### config.mk
export PLATFORM = sky130hd
export DESIGN_NAME = mix_columns_seq
export DESIGN_NICKNAME = d
export VERILOG_FILES = /design/src/rtl/mix_columns_seq.sv
export SDC_FILE = /design/constraint.sdc
export NUM_CORES = 1
export LEC_CHECK = 0
export CAP_MARGIN = 20
export CORE_MARGIN = 4
export CORE_UTILIZATION = 30
export DETAILED_ROUTE_END_ITERATION = 10
export PLACE_DENSITY_LB_ADDON = 0.3
export SYNTH_ARGS = -nofsm -noshare
export SYNTH_HDL_FRONTEND = slang
export SYNTH_SLANG_ARGS = --single-unit
### constraint.sdc
create_clock -name clk -period 5.7 [get_ports clk]
set_input_delay 1.14 -clock clk [delete_from_list [all_inputs] [get_ports clk]]
set_output_delay 1.14 -clock clk [all_outputs]
set_load 0.005 [all_outputs]
### src/rtl/mix_columns_seq.sv
// Sequential AES MixColumns / InvMixColumns: one 32-bit column per cycle through
// four GF(2^8) multiply-accumulate lanes, result held until downstream takes it.
module mix_columns_seq #(
    parameter bit INV_EN = 1'b1
) (
    input  logic         clk,
    input  logic         rst,
    input  logic         in_valid,
    output logic         in_ready,
    input  logic         inverse,
    input  logic [127:0] state_in,
    output logic         out_valid,
    input  logic         out_ready,
    output logic [127:0] state_out
);

    // Handshakes: a transfer happens on a rising edge where valid && ready are both
    // high; valid never depends on ready, and ready never depends on valid.
    typedef enum logic [1:0] {IDLE, BUSY, DONE} state_t;

    state_t       state;
    state_t       state_nxt;
    logic [1:0]   col;
    logic         mode;
    logic [127:0] work;
    logic [127:0] result;
    logic [31:0]  col_in;
    logic [31:0]  col_out;
    logic [7:0]   lane_acc;
    logic [3:0]   coef [4];

    function automatic logic [7:0] xtime(input logic [7:0] a);
        return {a[6:0], 1'b0} ^ (a[7] ? 8'h1b : 8'h00);
    endfunction

    // Coefficients never exceed 0x0e, so four shift-and-add steps suffice.
    function automatic logic [7:0] gf_mul(input logic [7:0] a, input logic [3:0] k);
        logic [7:0] acc;
        logic [7:0] p;
        acc = 8'h00;
        p   = a;
        for (int i = 0; i < 4; i++) begin
            if (k[i]) acc = acc ^ p;
            p = xtime(p);
        end
        return acc;
    endfunction

    always_comb begin
        state_nxt = state;
        in_ready  = 1'b0;
        out_valid = 1'b0;
        case (state)
            IDLE: begin
                in_ready = 1'b1;
                if (in_valid) state_nxt = BUSY;
            end
            BUSY: begin
                if (col == 2'd3) state_nxt = DONE;
            end
            DONE: begin
                out_valid = 1'b1;
                if (out_ready) state_nxt = IDLE;
            end
            default: state_nxt = IDLE;
        endcase
    end

    always_comb begin
        case (col)
            2'd0:    col_in = work[127:96];
            2'd1:    col_in = work[95:64];
            2'd2:    col_in = work[63:32];
            default: col_in = work[31:0];
        endcase
    end

    always_comb begin
        if (mode) coef = '{4'he, 4'hb, 4'hd, 4'h9};
        else      coef = '{4'h2, 4'h3, 4'h1, 4'h1};
    end

    // Row r uses the base coefficients rotated right by r.
    always_comb begin
        col_out  = 32'h0;
        lane_acc = 8'h00;
        for (int r = 0; r < 4; r++) begin
            lane_acc = 8'h00;
            for (int j = 0; j < 4; j++) begin
                lane_acc = lane_acc ^ gf_mul(col_in[31-8*j -: 8], coef[2'(j - r)]);
            end
            col_out[31-8*r -: 8] = lane_acc;
        end
    end

    always_ff @(posedge clk) begin
        if (rst) begin
            state  <= IDLE;
            col    <= 2'd0;
            mode   <= 1'b0;
            work   <= 128'h0;
            result <= 128'h0;
        end else begin
            state <= state_nxt;
            case (state)
                IDLE: begin
                    if (in_valid && in_ready) begin
                        work <= state_in;
                        mode <= inverse & INV_EN;
                        col  <= 2'd0;
                    end
                end
                BUSY: begin
                    case (col)
                        2'd0:    result[127:96] <= col_out;
                        2'd1:    result[95:64]  <= col_out;
                        2'd2:    result[63:32]  <= col_out;
                        default: result[31:0]   <= col_out;
                    endcase
                    col <= col + 2'd1;
                end
                default: ;
            endcase
        end
    end

    assign state_out = result;

endmodule

# Yosys cells after proc, flatten, opt, wreduce, memory -nomap -nowiden

Index checks and enable logic that the tools add are counted.

Input bits: 133
Word-level logic and storage cells: 125
Flip-flop bits (word level): 261
Output and inout bits: 130

$add $sub $neg: 1
Equal/unequal tests: 9
Bitwise gates (word level): 41
Muxes and demuxes: 54
Reductions and logical operators: 12

Operators by type and width:

| cell                                                             | count |
|---|---|
| 8-bit two-way mux                                                | 32 |
| 8-bit bitwise XOR                                                | 29 |
| 32-bit case mux with 3 select lines                              | 1 |
| 8-bit by 5-bit bitwise XOR with 8-bit output                     | 11 |
| 5-bit two-way mux                                                | 12 |
| 16-bit two-way mux                                               | 1 |
| 2-bit AND reduction                                              | 6 |
| 2-bit two-way mux                                                | 4 |
| 2-bit inequality test (second input constant)                    | 4 |
| 2-bit == test (second input constant)                            | 3 |
| 2-bit case mux with 3 select lines                               | 1 |
| 2-bit by 1-bit == test with 1-bit output (second input constant) | 2 |
| 2-bit logical NOT                                                | 2 |
| 2-bit case mux with 2 select lines                               | 1 |
| 3-bit AND reduction                                              | 1 |
| 3-bit OR reduction                                               | 1 |
| 2-bit by 1-bit adder with 2-bit output (second input constant)   | 1 |
| 1-bit two-way mux                                                | 2 |
| 2-bit nonzero test                                               | 1 |
| 1-bit logical AND                                                | 1 |
| 1-bit inverter                                                   | 1 |

# Longest topological paths before layout

Gate-level depths: netlist of run 1.

Depth after elaboration: 11
Gate-level depth with buffers: 13
Gate-level depth less buffers: 9

# Least setup slack after synthesis of run 1

OpenSTA, ideal clock, no wires.

Path kind: reg2reg
Start: reg col[0]
End: reg result[59], in the netlist state_out[59]
Library setup time: 0.063 ns
Path slack: 2.514 ns
Path buffers: 3
Period minus slack after synthesis: 3.186 ns
Arrival: 3.123 ns
Required time: 5.637 ns
Cell stages (with the launch flop): 13
Cells stage by stage: dfxtp_1 > inv_1 > ha_1 > clkbuf_1 > a222oi_1 > clkbuf_1 > xnor2_1 > a2111oi_0 > nor3_1 > or2_0 > clkbuf_1 > or4_1 > nand3_1

Longest elaborated chain between the ends: 11
Elaborated cells between the ends (all ways): 32
Classes of those cells: eq/ne: 2; mux: 15; bitwise: 13; reduce/logical: 2

RTL lines:

| what                                                            | RTL line | RTL |
|---|---|---|
| start, declared                                                 | 23       | `logic [1:0] col;` |
| start signal, assigned                                          | 120      | `col <= col + 2'd1;` |
| 2-bit == test, or another cell as far along                     | 70, 114  |  |
| 32-bit case mux with 3 select lines                             | 70       | `case (col)` |
| 5-bit two-way mux (on tied branches)                            | --       |  |
| 8-bit by 5-bit bitwise XOR with 8-bit output (on tied branches) | --       |  |
| 8-bit bitwise XOR                                               | 43       | `if (k[i]) acc = acc ^ p;` |
| 8-bit two-way mux                                               | 43       |  |
| 8-bit bitwise XOR                                               | 43       |  |
| 8-bit two-way mux                                               | 43       |  |
| 8-bit bitwise XOR                                               | 43       |  |
| 8-bit two-way mux                                               | 43       |  |
| 8-bit bitwise XOR                                               | 90       | `lane_acc = lane_acc ^ gf_mul(col_in[31-8*j -: 8], coef[2'(j - r)]);` |
| end signal, assigned                                            | 117      | `2'd2: result[63:32] <= col_out;` |
| end, declared                                                   | 26       | `logic [127:0] result;` |

Several ways; a longest one is shown, not always the timed one.
A chain may end at the register's enable or synchronous reset.

# Final worst setup path of run 1

Start: reg col[0]
End: reg result[44], in the netlist state_out[44]

Longest elaborated chain between the ends: 11
Elaborated cells between the ends (all ways): 32
Classes of those cells: eq/ne: 2; mux: 15; bitwise: 13; reduce/logical: 2

RTL lines:

| what                                                            | RTL line |
|---|---|
| 2-bit == test, or another cell as far along                     | 70, 114 |
| 32-bit case mux with 3 select lines                             | 70 |
| 5-bit two-way mux (on tied branches)                            | -- |
| 8-bit by 5-bit bitwise XOR with 8-bit output (on tied branches) | -- |
| 8-bit bitwise XOR                                               | 43 |
| 8-bit two-way mux                                               | 43 |
| 8-bit bitwise XOR                                               | 43 |
| 8-bit two-way mux                                               | 43 |
| 8-bit bitwise XOR                                               | 43 |
| 8-bit two-way mux                                               | 43 |
| 8-bit bitwise XOR                                               | 90 |

Several ways; a longest one is shown, not always the timed one.

==> qor.yml, run 1 <==
final_layout:
  final_nets: 1982
  num_antenna_cells: 0
  drive_above_1_share_pct: 5.84
  syn2layout_area_growth_pct: 31.1
detailed_routing:
  drt_pass1_iterations: 6
  ant_nets: 0
  drtIter0Drc: 1033
  via_per_inst: 5.10
  routed_wl_um: 49700
  drc: 0
  routedWlPerCell_um: 20.3
  num_vias: 12500
timing:
  post-route-period-util_pct: 74.4
  fmax_mhz: 236
  layout_setup_ws_ns: 1.46
  final_max_slew_viol_count: 0
  skew_ns: 0.0234
  setup_viol: 0
  setup-tns-final_ns: 0
  period_needed_ns: 4.24
  rsz0062_at_grt: "false"
  max_slew_margin_pct: 14.8
  tightest_slew_ns: 1.28
  finalHoldViolCount: 0
critical_path:
  worst-path-buf-inv: 2
  path_cells: "inv_1 > ha_1 > buf_4 > a222oi_1 > xor2_1 > xor2_1 > o21ai_0 > xor2_1 > a211o_1 > nand3_1"
  cp.arrival_ns: 4.70
  timing.critical_path.mode_cell: "xor2_1"
  crit_path_top_delay_cell: "a222oi_1"
  r2r_slack_ns: 1.46
  cp_top_family: "compound AO/OA/AOI/OAI gates"
  path_max_fanout: 21
  timing.rr.start: "col[0]"
  max_stage_delay_ns: 1.00
  crit_type: "register to register"
  end_kind: "register"
  required_ns: 6.15
  reg2regPathDepth: 10
  r2r_end: "state_out[44]"
  start_kind: "register"
placed_design:
  place_hpwl_um: 37100
  io_buffers: 262
  place_congestion: 0.939
  dp_slack_ns: 1.51
power:
  power.leakage_nw: 6.16
  combPwrFrac_pct: 22.5
  p_int_mw: 3.76
  power_density_nw_per_um2: 306
  power_frac_seq_pct: 37.5
  power_switching_mw: 1.57
  ir_drop_uv: 211
  clockPowerShare_pct: 40.0
  swShare_pct: 29.4
cts:
  holdBufCountCts: 0
  clk_pin_slew_worst_paths_ns: 0.06
  cts_tree: "built"
  numClockSinks: 261
  cts_htree_levels: 1
  cts_setup_buffers: 0
  insertion_delay_ns: 0.57
  cts_resized: 0
  cts_buffer_depth: 3
  cts_buffers: 29
  root_buffer: "clkbuf_16"
synthesis:
  netlist_area_um2: 13300
  synth_top_cell_area_share_pct: 39.3
  synth_edf_count: 0
  yosysTopAreaCell: "dfxtp_1"
  synth-main-ff-cell: "dfxtp_1"
  syn_inst: 1667
  synth_most_common_cell: "nand2_1"
  yosys-top-cells-count: "nand2_1 (354), dfxtp_1 (261), a21oi_1 (171), nor2_1 (142), clkbuf_1 (132)"
  synthArstFlopShare_pct: 0
  syn_avg_cell_area_um2: 7.98
  synth_area_leaders: "dfxtp_1 (39%), nand2_1 (10%), xnor2_1 (8.1%)"
  yosysWarningCount: 0
  ys_seq_area_share_pct: 39.3
  ys_types: 53
  syn_nets: 1805
  synth-seq-cells: 261
min_path:
  hold_start: "state_out[72]"
  min_to: "state_out[72]"
  holdPathStages: 2
  hold_class: "register to register"
global_routing:
  grt_pass1_wl_um: 74600
  grt_overflow: 0
  grt_pass1_vias: 12200
  grt.total_usage_pct: 20.0
  antenna_found_initial: 0
  grt_max_degree: 156
die:
  die_area_um2: 47800
  coreArea_um2: 43500
  start_util_pct: 30.6
  die_w_um: 219
  io_pins: 263
  rows: 76
  die_h_um: 219
outcome:
  status: "complete, no violations"
run:
  cap_violations: 0
[per-layer routing]
layer | track usage (%) | wire length (um)
met3 | 3.30 | 3230
met2 | 32.7 | 22600
met5 | 0 | 0
met4 | 5.22 | 1320
met1 | 27.4 | 22600
[cells by family after synthesis]
logic type / Yosys count / synth area share (%)
xor gates and xnor gates: 202 / 13.9
muxes: 25 / 2.30
adders and majority gates: 5 / 0.470
DFF: 261 / 39.3
AOI/OAI and AO/OA: 394 / 19.5
buffers and inverters: 164 / 4.87
and+or+nand+nor: 616 / 19.7
[power groups by stage]
stage                     registers [mW]  logic, mW  clock network (mW)
after global placement              2.04       1.17                   0
final                               2.00       1.20                2.13
after detailed placement            2.04       1.19                   0
after CTS                           2.00       1.19                2.17
after global routing                2.01       1.29                2.25
after floorplan                     2.00      0.747                   0
[worst max-delay path by stage]
stage | from | endpoint | slack (ns) | cells past startpoint
after floorplan | col[0] | state_out[59] | 2.51 | 12
after global placement | col[0] | state_out[81] | 1.62 | 10
after detailed placement | col[0] | state_out[49] | 1.51 | 10
after CTS | col[0] | state_out[49] | 1.51 | 10
after global routing | col[0] | state_out[113] | 1.22 | 10
final | col[0] | state_out[44] | 1.46 | 10
[worst register-to-register path, cell delays in order (launching register included)]
cell and delay, ns:
dfxtp_1 0.42, inv_1 0.11, ha_1 0.48, buf_4 0.33, a222oi_1 1.00, xor2_1 0.51, xor2_1 0.19, o21ai_0 0.23
xor2_1 0.56, a211o_1 0.22, nand3_1 0.07
[area by class of cell]
cell class / instances / area (um^2)
clock buffers: 37 / 796
clock inverters: 16 / 297
fillers: 4455 / 26000
inverters: 12 / 45.0
multi-input cells: 1242 / 7440
flip-flops and latches: 261 / 5230
well taps: 585 / 732
repair buffers: 298 / 2910
[cell usage in the layout, fill, tap and decap left out, types with 4 or more instances in the layout]
cell / instances
a21oi_1: 171
o211ai_1: 30
o21a_1: 11
nand4_1: 16
or4_1: 4
mux4_2: 4
clkbuf_1: 4
nand2b_1: 6
xnor2_1: 123
dfxtp_1: 261
o2111ai_1: 4
nand3_1: 18
clkbuf_16: 29
ha_1: 4
nand3b_1: 32
mux2i_1: 18
nor2_1: 142
o211ai_2: 4
o21ai_1: 4
inv_1: 11
xnor3_1: 6
o22ai_1: 6
a311oi_1: 8
clkbuf_8: 4
nor3_1: 19
buf_4: 35
and2_1: 11
clkdlybuf4s50_1: 261
xor2_1: 73
a211oi_1: 63
a211o_1: 13
o21ai_0: 30
bufinv_16: 8
a222oi_1: 32
nand2_1: 353
o211a_1: 5
or2_2: 4
[sequential cells by signal, summed over array words and instances, names as in the netlist]
register	flops
col	2
state_out	128
state	2
work	128
mode	1
[metrics by stage]
stage,instance area (um^2),hold slack (ns),cells,utilization [%],power [mW]
global route,17400,0.475,2451,40.1,5.55
floorplan,13300,0.436,1667,-,2.75
finish,17400,0.453,2451,40.1,5.33
CTS,17400,0.455,2451,40.1,5.36
global placement,16400,0.443,2398,37.6,3.21
detailed placement,16400,0.446,2398,37.6,3.23
Power figures use the tool's default switching activity.
==> run 2, diff against run 1 <==
- clock period: 5.7 -> 4.3 ns (I/O delays scaled with it)
==> run 2 against run 1 <==
Net effect:
- worst hold slack better by 0.0019 ns
- total power up 26%
- critical path depth grew 1
- core utilization is essentially flat
- first-iteration DRC count rose by 17%
- setup slack worse by 0.95 ns
- final cell count rose by 0.49%
- via count is 1.4% higher
- sequential share of layout area about the same
- sequential power rose by 32%
==> qor.yml, run 2 (synthesis gave the netlist of run 1 again) <==
detailed_routing:
  ant_nets: 0  # unchanged
  num_vias: 12700  # +1.4%
  routed_wl_um: 49300  # -0.81%
  drt_pass1_iterations: 7  # +1
  drc: 0  # unchanged
  via_per_inst: 5.14  # +0.91%
  drtIter0Drc: 1209  # +17%
  routedWlPerCell_um: 20.0  # -1.3%
timing:
  skew_ns: 0.0126  # -0.0108 ns
  layout_setup_ws_ns: 0.506  # -0.951 ns
  setup-tns-final_ns: 0  # unchanged
  finalHoldViolCount: 0  # unchanged
  fmax_mhz: 264  # +12%
  fin_hold_ws_ns: 0.455  # +0.00186 ns
  tightest_slew_ns: 1.20  # -0.0791 ns
  max_slew_margin_pct: 19.8  # +5.0 points
  final_max_slew_viol_count: 0  # unchanged
  period_needed_ns: 3.79  # -0.449 ns
  setup_viol: 0  # unchanged
  post-route-period-util_pct: 88.2  # +14 points
  rsz0062_at_grt: "false"
final_layout:
  syn2layout_area_growth_pct: 31.1  # about the same
  layout_common_cells: "nand2_1 (353), dfxtp_1 (261), clkdlybuf4s50_1 (261), a21oi_1 (171), nor2_1 (142)"
  final_area_um2: 17400  # about the same
  final_cells: 2463  # +0.49%
  final_common_cell: "nand2_1"
  drive_above_1_share_pct: 6.28  # +0.44 points
  final_nets: 2001  # +0.96%
  finish.utilization_pct: 40.1  # about the same
  num_antenna_cells: 0  # unchanged
cts:
  cts_tree: "built"
  cts_setup_buffers: 0  # unchanged
  holdBufCountCts: 0  # unchanged
  cts_htree_levels: 1  # unchanged
  cts_buffer_depth: 3  # unchanged
  numClockSinks: 261  # unchanged
  root_buffer: "clkbuf_16"
  cts_buffers: 30  # +3.4%
  insertion_delay_ns: 0.56  # about the same
  cts_resized: 0  # unchanged
  clk_pin_slew_worst_paths_ns: 0.06  # about the same
critical_path:
  timing.rr.start: "col[0]"
  crit_end: "state_out[73]"
  start_kind: "register"
  required_ns: 4.78  # -1.37 ns
  crit_type: "register to register"
  r2r_end: "state_out[73]"
  r2r_slack_ns: 0.51  # -0.95 ns
  end_kind: "register"
  crit_start: "col[0]"
  path_max_fanout: 30  # +43%
  cp.arrival_ns: 4.27  # -0.43 ns
  reg2regPathDepth: 11  # +1
die:
  start_util_pct: 30.6  # unchanged
  die_h_um: 219  # unchanged
  io_pins: 263  # unchanged
  die_w_um: 219  # unchanged
  die_area_um2: 47800  # unchanged
  coreArea_um2: 43500  # unchanged
  rows: 76  # unchanged
min_path:
  hold_class: "register to register"
global_routing:
  antenna_found_initial: 1  # +1
  grt.total_usage_pct: 19.9  # -0.11 points
  grt_max_degree: 109  # -30%
  grt_pass1_wl_um: 74400  # -0.19%
  grt_overflow: 0  # unchanged
  grt_pass1_vias: 12400  # +1.5%
power:
  power_density_nw_per_um2: 385  # +26%
  ir_drop_uv: 249  # +18%
  power_mw: 6.71  # +26%
  power.leakage_nw: 6.18  # +0.30%
placed_design:
  placedCellCount: 2416  # +0.75%
  place_congestion: 0.926  # -1.4%
  place_hpwl_um: 36700  # -1.0%
  dp_slack_ns: 0.539  # -0.971 ns
  placed_area_um2: 16500  # +0.98%
  io_buffers: 262  # unchanged
outcome:
  status: "complete, no violations"
run:
  cap_violations: 0  # unchanged
==> run 2: changes by cell type in the layout (fill, tap and decap cells not counted), sizes merged <==
cell | previous run | this run
buf | 37 | 55
bufinv | 8 | 2
clkbuf | 37 | 41
clkinvlp | 2 | 0
inv | 14 | 12
==> run 2: worst min path at each step <==
stage,start,to,slack (ns),cells past startpoint
2_1_floorplan,work[95],work[95],0.44,2
3_3_place_gp,state_out[8],state_out[8],0.44,2
3_5_place_dp,work[91],work[91],0.45,2
4_1_cts,work[91],work[91],0.45,2
5_1_grt,work[60],work[60],0.47,2
6_report,work[91],work[91],0.46,2
==> run 2: final cells by class <==
cell class,count,area (um^2)
clock buffer,41,843
clock inverter,6,83.8
fill,4461,26000
inverter,12,45.0
multi-input combinational,1242,7440
sequential,261,5230
tap,585,732
timing repair buffer,316,3070
==> run 2: power by group <==
group          switching (mW)  internal [mW]  leakage (nW)
Sequential              0.106           2.54          2.13
Clock                   0.977           1.47         0.456
Combinational           0.929          0.692          3.60
==> run 2: metal layers <==
layer | share of wire [%] | vias up | global-route usage [%]
met5 | 0.037 | - | 0
met4 | 2.7 | 2 | 5.48
met3 | 7.6 | 71 | 3.89
met2 | 46 | 505 | 32.3
met1 | 44 | 5988 | 27.0
li1 | - | 6101 | -
==> run 2: worst max-delay path: stages, from the launching register on <==
cell and delay, ns:
dfxtp_1 0.41, inv_1 0.10, ha_1 0.26, buf_4 0.26, a222oi_1 0.51, buf_4 0.31
xor2_1 0.35, xnor2_1 0.14, mux4_2 0.50, xnor2_1 0.55, nor2_1 0.12, nor3_1 0.18
